File: src/rtl/ifetch_unit.sv
// Instruction-fetch / PC-sequencing unit: fetches over a req/ack memory port,
// issues over valid/ready, and picks the next PC from the ALU branch outputs.
module ifetch_unit #(
    parameter logic [31:0] RESET_PC = 32'h0000_0000
) (
    input  logic        clk,
    input  logic        rst_n,
    output logic        imem_req,
    output logic [31:0] imem_addr,
    input  logic        imem_ack,
    input  logic [31:0] imem_rdata,
    output logic [31:0] inst,
    output logic        inst_valid,
    input  logic        inst_ready,
    input  logic        zero,
    input  logic [31:0] alu_result,
    output logic [31:0] pc,
    output logic [31:0] pc_plus4,
    output logic        fetch_err
);

    typedef enum logic [1:0] {
        FETCH = 2'd0,
        ISSUE = 2'd1,
        ERR   = 2'd2
    } state_t;

    localparam logic [6:0]  OP_JALR = 7'b110_0111;
    localparam logic [31:0] NOP     = 32'h0000_0013;

    state_t      state, state_nx;
    logic [31:0] pc_nx, inst_nx, next_pc;
    logic        req_nx, valid_nx, err_nx;

    assign imem_addr = pc;
    assign pc_plus4  = pc + 32'd4;

    always_comb begin
        if (inst[6:0] == OP_JALR) begin
            next_pc = alu_result & ~32'h1;
        end else if (zero) begin
            next_pc = pc + alu_result;
        end else begin
            next_pc = pc_plus4;
        end
    end

    always_comb begin
        state_nx = state;
        pc_nx    = pc;
        inst_nx  = inst;
        req_nx   = imem_req;
        valid_nx = inst_valid;
        err_nx   = fetch_err;
        case (state)
            FETCH: begin
                // req is low only for the cycle right after reset; ack is ignored then
                if (!imem_req) begin
                    req_nx = 1'b1;
                end else if (imem_ack) begin
                    inst_nx  = imem_rdata;
                    req_nx   = 1'b0;
                    valid_nx = 1'b1;
                    state_nx = ISSUE;
                end
            end
            ISSUE: begin
                if (inst_ready) begin
                    valid_nx = 1'b0;
                    if (next_pc[1:0] == 2'b00) begin
                        pc_nx    = next_pc;
                        req_nx   = 1'b1;
                        state_nx = FETCH;
                    end else begin
                        err_nx   = 1'b1;
                        state_nx = ERR;
                    end
                end
            end
            ERR: begin
                state_nx = ERR;
            end
            default: begin
                state_nx = ERR;
                err_nx   = 1'b1;
                req_nx   = 1'b0;
                valid_nx = 1'b0;
            end
        endcase
    end

    always_ff @(posedge clk or negedge rst_n) begin
        if (!rst_n) begin
            state      <= FETCH;
            pc         <= RESET_PC;
            inst       <= NOP;
            imem_req   <= 1'b0;
            inst_valid <= 1'b0;
            fetch_err  <= 1'b0;
        end else begin
            state      <= state_nx;
            pc         <= pc_nx;
            inst       <= inst_nx;
            imem_req   <= req_nx;
            inst_valid <= valid_nx;
            fetch_err  <= err_nx;
        end
    end

endmodule
File: config.mk
export PLATFORM = sky130hd
export DESIGN_NAME = ifetch_unit
export DESIGN_NICKNAME = d
export VERILOG_FILES = /design/src/rtl/ifetch_unit.sv
export SDC_FILE = /design/constraint.sdc
export NUM_CORES = 1
export LEC_CHECK = 0
export CAP_MARGIN = 20
export CORE_ASPECT_RATIO = 0.9
export CORE_UTILIZATION = 45
export CTS_CLUSTER_DIAMETER = 80
export CTS_CLUSTER_SIZE = 14
export DETAILED_ROUTE_END_ITERATION = 7
export PLACE_DENSITY = 0.78
export SKIP_LAST_GASP = 1
export SLEW_MARGIN = 20
export SYNTH_ARGS = -nofsm -noshare
export SYNTH_HDL_FRONTEND = slang
export SYNTH_SLANG_ARGS = --single-unit
File: constraint.sdc
create_clock -name clk -period 3.8 [get_ports clk]
set_clock_uncertainty 0.1 [all_clocks]
set_input_delay 0.76 -clock clk [delete_from_list [all_inputs] [get_ports clk]]
set_output_delay 0.76 -clock clk [all_outputs]
set_load 0.01 [all_outputs]
Word level (Yosys, flattened, before mapping)
Index checks and enable logic that the tools add are counted.

storage, ports and cells
  bits in registers = 69
  input bits = 69
  output and inout bits = 131
  word-level logic and storage cells = 46

cells by class
  add/sub/neg operators = 2
  eq/ne operators = 8
  mux-type cells = 19
  bitwise gates (word level) = 2
  reductions and logical operators = 9

operators with widths
  operator                                                               count
  32-bit 2-to-1 mux                                                      2
  32-bit by 3-bit adder with 32-bit output, second input constant        1
  32-bit adder                                                           1
  3-bit AND reduction                                                    5
  2-bit inequality test, second input constant                           5
  1-bit 2-to-1 mux                                                       9
  2-bit 2-to-1 mux                                                       4
  7-bit equality test, second input constant                             1
  1-bit one-hot mux with 3 select lines                                  2
  2-bit logical NOT                                                      2
  2-bit one-hot mux with 2 select lines                                  1
  4-bit AND reduction                                                    1
  2-bit by 1-bit equality test with 1-bit output, second input constant  1
  2-bit equality test, second input constant                             1
  1-bit NOT                                                              2
  1-bit one-hot mux with 2 select lines                                  1
  2-bit OR reduction                                                     1

Longest topological paths before layout
  depth in word-level cells = 7
  mapped depth = 11
  gate-level depth less buffers = 11

Least setup slack after synthesis
No wires, ideal clock.

  path kind = input to register
  from = input port alu_result[0]
  to = register pc[30], in the netlist imem_addr[30]
  library setup time = 0.139 ns
  data arrival time = 2.963 ns
  required time = 3.561 ns
  slack = 0.598 ns
  cell stages on the path = 11
  path buffers = 0
  path through = ha_1 -> fa_1 -> a21oi_1 -> nor2_1 -> o211ai_1 -> a21oi_2 -> a31oi_1 -> o41ai_2 -> a221oi_1 -> xor2_1 -> o221ai_1

on the way
  longest elaborated chain between the ends = 5

ends and longest elaborated chain
  item                                  RTL line  RTL
  start: declaration                    16        input logic [31:0] alu_result,
  32-bit adder (*)                      42        next_pc = pc + alu_result;
  32-bit 2-to-1 mux (*)                 41        end else if (zero) begin
  32-bit 2-to-1 mux (*)                 39        if (inst[6:0] == OP_JALR) begin
  2-bit logical NOT                     70        if (next_pc[1:0] == 2'b00) begin
  3-bit AND reduction (no source line)  -
  end signal: assignment                102       pc <= pc_nx;
  end: declaration                      17        output logic [31:0] pc,

Every way passes the cells marked *; elsewhere a longest branch is shown, timed or not.
A chain may end at the register's enable or synchronous reset.

Worst setup path after layout
  from = register pc[12], in the netlist imem_addr[12]
  to = output port pc_plus4[30]

on the way
  longest elaborated chain between the ends = 1

ends and longest elaborated chain
  item                                      RTL line  RTL
  32-bit by 3-bit adder with 32-bit output  36        assign pc_plus4 = pc + 32'd4;
  end: declaration                          18        output logic [31:0] pc_plus4,

Every way passes these cells.

==> flow_metrics.tcl <==
set metrics [dict create \
    p_leak_nw 3.50 \
    viasPerCell 5.82 \
    grt_pass1_wl_mm 30.0 \
    synth_seq_area_share_pct 30.0 \
    synth-adder-area-share_pct 7.30 \
    mostFrequentLayoutCells "clkdlybuf4s50_1 (194), nand2_1 (74), dfrtp_1 (65), nor2_1 (53), buf_4 (51)" \
    critical_path.endpoint_type "output port" \
    drv_slew 0 \
    cts.path.max_buffers 2 \
    synth-async-reset-ratio_pct 100 \
    cts-root-buf "clkbuf_16" \
    finalHoldViolations 0 \
    dp_hpwl_mm 14.8 \
    r2r.worst_path.cells 11 \
    start_util_pct 47.0 \
    layout_commonest_cell "clkdlybuf4s50_1" \
    seq_area_um2 1730 \
    cp.arrival_ns 2.83 \
    max_cap_violations 0 \
    ys_ff_latch 69 \
    max_slew_margin_pct 48.0 \
    dp_cells 1007 \
    post_drt_wl_per_cell_um 18.6 \
    avgSynthCellArea_um2 8.60 \
    die_x_um 121 \
    final-instance-count-excl-fill 1028 \
    drc 0 \
    grt_use_total_pct 29.3 \
    worst_slew_pin_slew_ns 0.776 \
    n_antenna_cell 0 \
    cp-start-kind "flop" \
    synth_top_family_by_area "compound AO/OA/AOI/OAI gates" \
    period_share_pct 97.1 \
    syn_nets 772 \
    numCtsBuffers 9 \
    dieArea_um2 13300 \
    multi_input_area_um2 3580 \
    postSynth.topFlopCell "dfrtp_1" \
    total_power_mw 6.46 \
    grt.overflow.total 0 \
    drive_gt1_share_pct 14.9 \
    grt_pass1_vias 5991 \
    ys_top_cells_by_area "dfrtp_1 (29%), ha_1 (7.0%), mux2_2 (6.6%)" \
    fillers 1000 \
    place.port_buffers 199 \
    synth_compound_area_share_pct 19.3 \
    crit_required_ns 2.94 \
    design.core.area_um2 12300 \
    synth_top_cell_by_area "dfrtp_1" \
    ir_worst_vdd_mv 0.583 \
    antenna_left 0 \
    finalSetupViolCount 0 \
    yosysUniqueCellTypes 71 \
    finalCriticalPeriod_ns 3.69 \
    rows 38 \
    die_y_um 109 \
    cts_tree "yes" \
    cellPowerDensity_nw_per_um2 786 \
    cts_hold_buf 0 \
    h-tree-depth 3 \
    dr.pass1.iters 5 \
    synth-xor-area-share_pct 8.34 \
    fmax_mhz 271 \
    area_delta_synth_final_pct 42.8 \
    drt_iter0_drc 448 \
    nets 965 \
    yosys.area_share.simple_pct 19.1 \
    ios 200 \
    synthMuxAreaShare_pct 7.52 \
    grt_max_degree 35 \
    yosys_warnings 0 \
    yosysTopAreaCellShare_pct 28.7 \
    routed_wl_mm 19.1 \
    synth_edf_count 0 \
    antenna_found_initial 0 \
    clkLatencyLatePin_ns 0.35 \
    status "complete, no violations" \
    clkTransAtPathRegs_ns 0.07 \
    cts_sinks 69 \
    vias 5978 \
    crit_type "flop to output port" \
    synth_cells 670 \
    place_congestion 0.979 \
    crit_fanout 5 \
    syn_area_um2 5760 \
    hp-class "input port to async pin" \
]
==> logic make-up after synthesis <==
family | Yosys count
fa+ha+maj | 33
buf+inv | 81
simple gates | 223
mux | 39
flops | 69
xor+xnor | 54
compound gates | 171
==> registers in the layout, summed over array words and instances (netlist names) <==
signal and flops:
state 2, imem_req 1, inst_valid 1, fetch_err 1
imem_addr 32, inst 32
==> where the power goes <==
group | switching [mW] | internal [mW] | leakage [nW]
registers | 0.315 | 1.08 | 0.833
logic | 2.02 | 2.19 | 2.52
clock network | 0.389 | 0.465 | 0.144
==> cell type report <==
| type | count | share of cell area (%) |
|---|---|---|
| multi-input cells | 520 | 43.5 |
| flip-flops and latches | 69 | 21.0 |
| clock buffers | 9 | 2.74 |
| well taps | 160 | 2.43 |
| inverters | 13 | 0.593 |
| repair buffers | 250 | 28.8 |
| clock inverters | 7 | 0.852 |
==> metrics by stage <==
stage | TNS [ns] | worst slack [ns] | area (um2) | hold slack [ns] | utilization [%]
floorplan | 0 | 0.598 | 5760 | 0.364 | -
global placement | 0 | 0.0322 | 7870 | 0.362 | 64.2
detailed placement | -0.0757 | -0.0463 | 7870 | 0.373 | 64.2
CTS | 0 | 0.0561 | 8190 | 0.391 | 66.7
global route | -0.0183 | -0.0113 | 8230 | 0.429 | 67.1
finish | 0 | 0.111 | 8230 | 0.371 | 67.1
==> Yosys cell counts (4+ instances only) <==
cell and number:
mux2i_1 5, a221oi_1 4, and2_1 4, a21o_1 20, a211oi_1 8, a31oi_1 12, o21ai_0 34, xor2_1 28
o211ai_1 6, buf_4 35, o221ai_1 6, o21a_1 4, xnor2_1 25, nand3b_1 4, nand4_1 14, nor2b_1 5
nor2_1 53, inv_1 12, buf_6 5, dfrtp_1 66, nand3_1 18, a21oi_1 47, nor4_1 4, or3_1 5
mux2_2 34, nand2_1 74, ha_1 32, clkbuf_1 24, o21bai_1 5, nor3_1 19
==> worst max-delay path: stages, from the launching register on <==
cell and delay (ns):
dfrtp_1 0.39, inv_1 0.10, or3_4 0.43, nor3_2 0.28, nand2b_1 0.17, nor3_1 0.34, xnor2_1 0.18, clkdlybuf4s50_1 0.57
==> routing by layer <==
| layer | track usage [%] | vias up | share of wire, % |
|---|---|---|---|
| met3 | 9.80 | 44 | 9.2 |
| met1 | 35.3 | 2859 | 42 |
| met5 | 0 | - | 0 |
| met2 | 48.9 | 293 | 47 |
| met4 | 10.1 | 0 | 2.2 |
| li1 | - | 2782 | - |
==> worst paths after layout <==
kind,startpoint,to,slack [ns]
worst max-delay path,imem_addr[12],pc_plus4[30],0.11
worst min-delay path,rst_n,inst[23],0.37
worst max register to register,imem_addr[4],imem_addr[31],0.58
worst min register to register,fetch_err,fetch_err,0.39
max in group asynchronous,rst_n,imem_addr[13],2.35
min in group clk,fetch_err,fetch_err,0.39
==> timing repair <==
| action | in CTS | in global routing |
|---|---|---|
| cloned | 0 | 0 |
| gates resized for setup | 5 | 4 |
| setup buffers | 2 | 3 |
| endpoints found under the setup margin | 6 | 7 |
Note: power is estimated with default switching activity, not from simulation.
==> RTL edit 1, RTL diff (config.mk and constraints unchanged) <==
The 3 states of `state_t` get a one-hot encoding in 3 bits.
--- a/src/rtl/ifetch_unit.sv
+++ b/src/rtl/ifetch_unit.sv
@@ -20,8 +20,8 @@
 );
 
-    typedef enum logic [1:0] {
-        FETCH = 2'd0,
-        ISSUE = 2'd1,
-        ERR   = 2'd2
+    typedef enum logic [2:0] {
+        FETCH = 3'b001,
+        ISSUE = 3'b010,
+        ERR   = 3'b100
     } state_t;
 
Behaviour: no difference found for any inputs over 10 cycles, from zero or initial values and one cycle with rst_n low; not proved beyond that.
==> RTL edit 1 against the unedited design <==
  * Critical path depth unchanged
  * Worst setup slack improved by 33 ps
  * Sequential cell count is 1 higher
  * Wire length increased by 1.2%
  * Area after synthesis increased by 2.5%
  * Count of clock-buffer cells in the layout increased by 1
  * Design area rose by 0.58%
Power is left out: it rests on default switching activity, and per cell area and clock period it moved more than threefold.
==> RTL edit 1: results (changes against the unedited design) <==
metric,value,unit,change
via count,6043,,was 5978
gr usage total,28.9,%,was 29.3%
compound-cell area share of the yosys netlist,21.7,%,was 19.3%
final wirelength,19300,microns,was 19100 microns
r2r startpoint,imem_addr[0],,was imem_addr[4]
most frequent cells after synthesis,"66 x dfrtp_1, 61 x nand2_1, 49 x nor2_1, 47 x a21oi_1, 36 x buf_4",,"was 74 x nand2_1, 66 x dfrtp_1, 53 x nor2_1, 47 x a21oi_1, 35 x buf_4"
ranking of synthesized cells by area,"dfrtp_1 28%, ha_1 6.8%, mux2_2 6.5%",,"was dfrtp_1 29%, ha_1 7.0%, mux2_2 6.6%"
FFs & Latches,70,,was 69
met2 wire len,8970,microns,was 8950 microns
Syn Nets,780,,was 772
DRT Pass-1 Iters,5,,unchanged
starting DRC count in detailed routing,378,,was 448
Seq/total area,21.2,%,was 21.0%
slew margin rel.,35.4,%,was 48.0%
CP max stage delay,600,ps,was 570 ps
M3 GR Usage,11.0,%,was 9.80%
"Slowest-stage cell, CP",clkdlybuf4s50_1,,unchanged
Non-clock buffer share,27.2,%,was 28.8%
comb_multi_in,527,,was 520
register area share after synthesis,29.8,%,was 30.0%
Final HPWL DP,14500,microns,was 14800 microns
initial antenna violation count,0,,unchanged
Final nets,962,,was 965
Synth Area in Adders,7.12,%,was 7.30%
CP Data Arrival Time,2800,ps,was 2830 ps
vias in the first global route,6017,,was 5991
Yosys cell types,76,,was 71
post-CTS sizing,0,,was 5
Post-Synth XOR/XNOR Area,6.38,%,was 8.34%
first-pass GRT wire length,30600,microns,was 30000 microns
met3 wire len,2230,microns,was 1750 microns
clock-pin slew on the worst setup and hold paths,60,ps,
multi-input combinational area share,44.9,%,was 43.5%
clock buf count,10,,was 9
mux share of post-synthesis cell area,8.41,%,was 7.52%
met2 GRT Util,46.1,%,was 48.9%
Clock buf/inv share,3.36,%,was 3.59%
largest net degree at the start of global routing,71,,was 35
Main synth FF type,dfrtp_1,,unchanged
Worst Setup SP,imem_addr[3],,was imem_addr[12]
worst-path fanout max,7,,was 5
HP Class,flop to flop,,was input port to asynchronous set/reset pin
reg-to-reg setup timing slack,630,ps,was 580 ps
fill cell count,1033,,was 1000
M1 WL,7680,microns,was 7960 microns
Non-clk bufs,234,,was 250
Post CTS Setup Buffer Count,1,,was 2
global placement routability congestion,0.929,,was 0.979
layout cells sized above 1,13.6,%,was 14.9%
met1 usage,36.0,%,was 35.3%
invs w/o clock,18,,was 13
outcome,"finished, final reports clean",,unchanged
[RTL edit 1: cell count changes after synthesis, moves of 7 or more]
cell / unedited run / this run
nand4_1: 14 / 7
xor2_1: 28 / 16
nand2_1: 74 / 61
nand3_1: 18 / 29
a31oi_1: 12 / 5
and3_1: 3 / 17
[RTL edit 1: final timing paths]
path | to | cells past startpoint
hold / removal | fetch_err | 1
hold reg to reg | fetch_err | 1
max in group asynchronous | imem_addr[3] | 2
setup / recovery | pc_plus4[31] | 7
setup reg to reg | imem_addr[28] | 11
min in group asynchronous | imem_addr[29] | 2
[RTL edit 1: per-stage QoR]
step           cells  instance area, sq um  hold slack, ps  util [%]  setup WS (ps)
6_report        1029                  8280             377      65.0            144
5_1_grt         1029                  8280             398      65.0           28.5
4_1_cts         1028                  8260             383      64.8           6.34
3_5_place_dp    1011                  7970             361      62.6          -3.05
3_3_place_gp    1011                  7970             368      62.6           54.2
2_1_floorplan    678                  5900             364         -            581
==> RTL edit 2, RTL diff (config.mk and constraints unchanged) <==
Made on the original files. Reset style: synchronous (`rst_n`), changed in one clocked block.
--- a/src/rtl/ifetch_unit.sv
+++ b/src/rtl/ifetch_unit.sv
@@ -90,5 +90,5 @@
     end
 
-    always_ff @(posedge clk or negedge rst_n) begin
+    always_ff @(posedge clk) begin
         if (!rst_n) begin
             state      <= FETCH;
Function: differs if rst_n is asserted again (counterexample within 4 cycles, from zero or initial values and one cycle with rst_n low); with rst_n held inactive, the same outputs for 10 cycles.
==> RTL edit 2 against the unedited design <==
  * Count of clock-buffer cells in the layout rose by 2
  * Worst setup slack got worse by 16 ps
  * Critical path depth fell by 1
  * Non-clock buffer count fell by 6
  * Design area fell by 3.8%
  * Sequential cell count did not move
  * Area after synthesis fell by 5.9%
  * Register-to-register slack improved by 130 ps
  * Core utilization rose by 1.3 points
  * Wire length rose by 0.29%
  * Final cell count rose by 5.2%
  * Critical endpoint is now pc_plus4[28]
Power is not compared: it rests on default switching activity, and its combinational part moved more than twofold at a synthesized area within 25%.
==> RTL edit 2: results (changes against the unedited design) <==
metric,value,unit,change
outcome,"finished, final reports clean",,unchanged
starting DRC count in detailed routing,420,,was 448
Main synth FF type,dfxtp_1,,was dfrtp_1
Worst Setup SP,imem_addr[3],,was imem_addr[12]
M1 WL,8280,microns,was 7960 microns
worst hold slack,349,ps,was 371 ps
combinational gate power,417,uW,
fill cell count,953,,was 1000
most frequent cells after synthesis,"113 x nand2_1, 84 x a21oi_1, 69 x dfxtp_1, 55 x nor2_1, 35 x buf_4",,"was 74 x nand2_1, 66 x dfrtp_1, 53 x nor2_1, 47 x a21oi_1, 35 x buf_4"
hold depth,2,,
crit path to,pc_plus4[28],,was pc_plus4[30]
global placement routability congestion,0.934,,was 0.979
worst hold endpoint,fetch_err,,
Yosys top cell by area,dfxtp_1,,was dfrtp_1
Worst Slack Setup Final,94.4,ps,was 111 ps
layout cells sized above 1,8.11,%,was 14.9%
Yosys cell types,65,,was 71
CP max stage delay,590,ps,was 570 ps
Final nets,1022,,was 965
diode count,0,,unchanged
reg-to-reg setup timing slack,710,ps,was 580 ps
CTS buffer count,9,,unchanged
area post-placement,7580,sq um,was 7870 sq um
final wirelength,19100,microns,about the same
average size of a mapped cell,7.41,sq um,was 8.60 sq um
r2r startpoint,imem_addr[0],,was imem_addr[4]
HP Class,flop to flop,,was input port to asynchronous set/reset pin
met1 usage,38.6,%,was 35.3%
via count,6272,,was 5978
clk_lat worst skew,350,ps,about the same
gr usage total,30.7,%,was 29.3%
Syn Nets,834,,was 772
asr flop ratio synth,0,%,was 100%
CP Data Arrival Time,2850,ps,was 2830 ps
ranking of synthesized cells by area,"dfxtp_1 25%, nand2_1 7.8%, a21oi_1 7.8%",,"was dfrtp_1 29%, ha_1 7.0%, mux2_2 6.6%"
met3 wire len,1350,microns,was 1750 microns
Crit path max-delay family,simple AND/OR/NAND/NOR gates,,unchanged
clock share of power,44.2,%,
dpl ws,-43.7,ps,was -46.3 ps
via/cell ratio,5.80,,was 5.82
largest net degree at the start of global routing,43,,was 35
met2 GRT Util,51.7,%,was 48.9%
post-CTS sizing,0,,was 5
vias in the first global route,6132,,was 5991
clock root buffer,clkbuf_16,,unchanged
DP Cell Count,1065,,was 1007
Synth-to-Final Area Change,45.9,%,was 42.8%
M3 GR Usage,6.81,%,was 9.80%
RR Endpoint,imem_addr[28],,was imem_addr[31]
slew margin rel.,53.0,%,was 48.0%
Post CTS Setup Buffer Count,0,,was 2
register area share after synthesis,25.5,%,was 30.0%
first-pass GRT wire length,30800,microns,was 30000 microns
cell-internal power,1550,uW,
met2 wire len,9120,microns,was 8950 microns
Final HPWL DP,14400,microns,was 14800 microns
initial antenna violation count,0,,unchanged
RTL edit 2: final cells by class:
cell class              count  area share [%]
clock buffers              11            3.07
clock inverters             5            1.06
inverters                  19           0.901
multi-input cells         577            45.6
flip-flops and latches     69            17.5
well taps                 156            2.47
repair buffers            244            29.4
RTL edit 2: cells by family (layout without fill, tap and decap cells):
logic type	Yosys count	in the layout	synth area share, %
multiplexers	12	12	2.28
XOR/XNOR	47	47	7.59
AND/OR/NAND/NOR	267	267	22.9
flip-flops	69	69	25.5
buffers and inverters	86	279	8.42
adder cells (fa/ha/maj)	33	33	7.75
AO/OA/AOI/OAI	218	218	25.6
RTL edit 2: worst reg2reg max path: stages (launching register included):
cell	delay, ps
dfxtp_1	380
ha_1	260
fa_1	400
a21o_1	210
a221oi_1	260
buf_4	180
o21ai_1	120
a21oi_1	190
o21ai_0	170
a22oi_1	220
mux2_2	350
a22oi_1	170
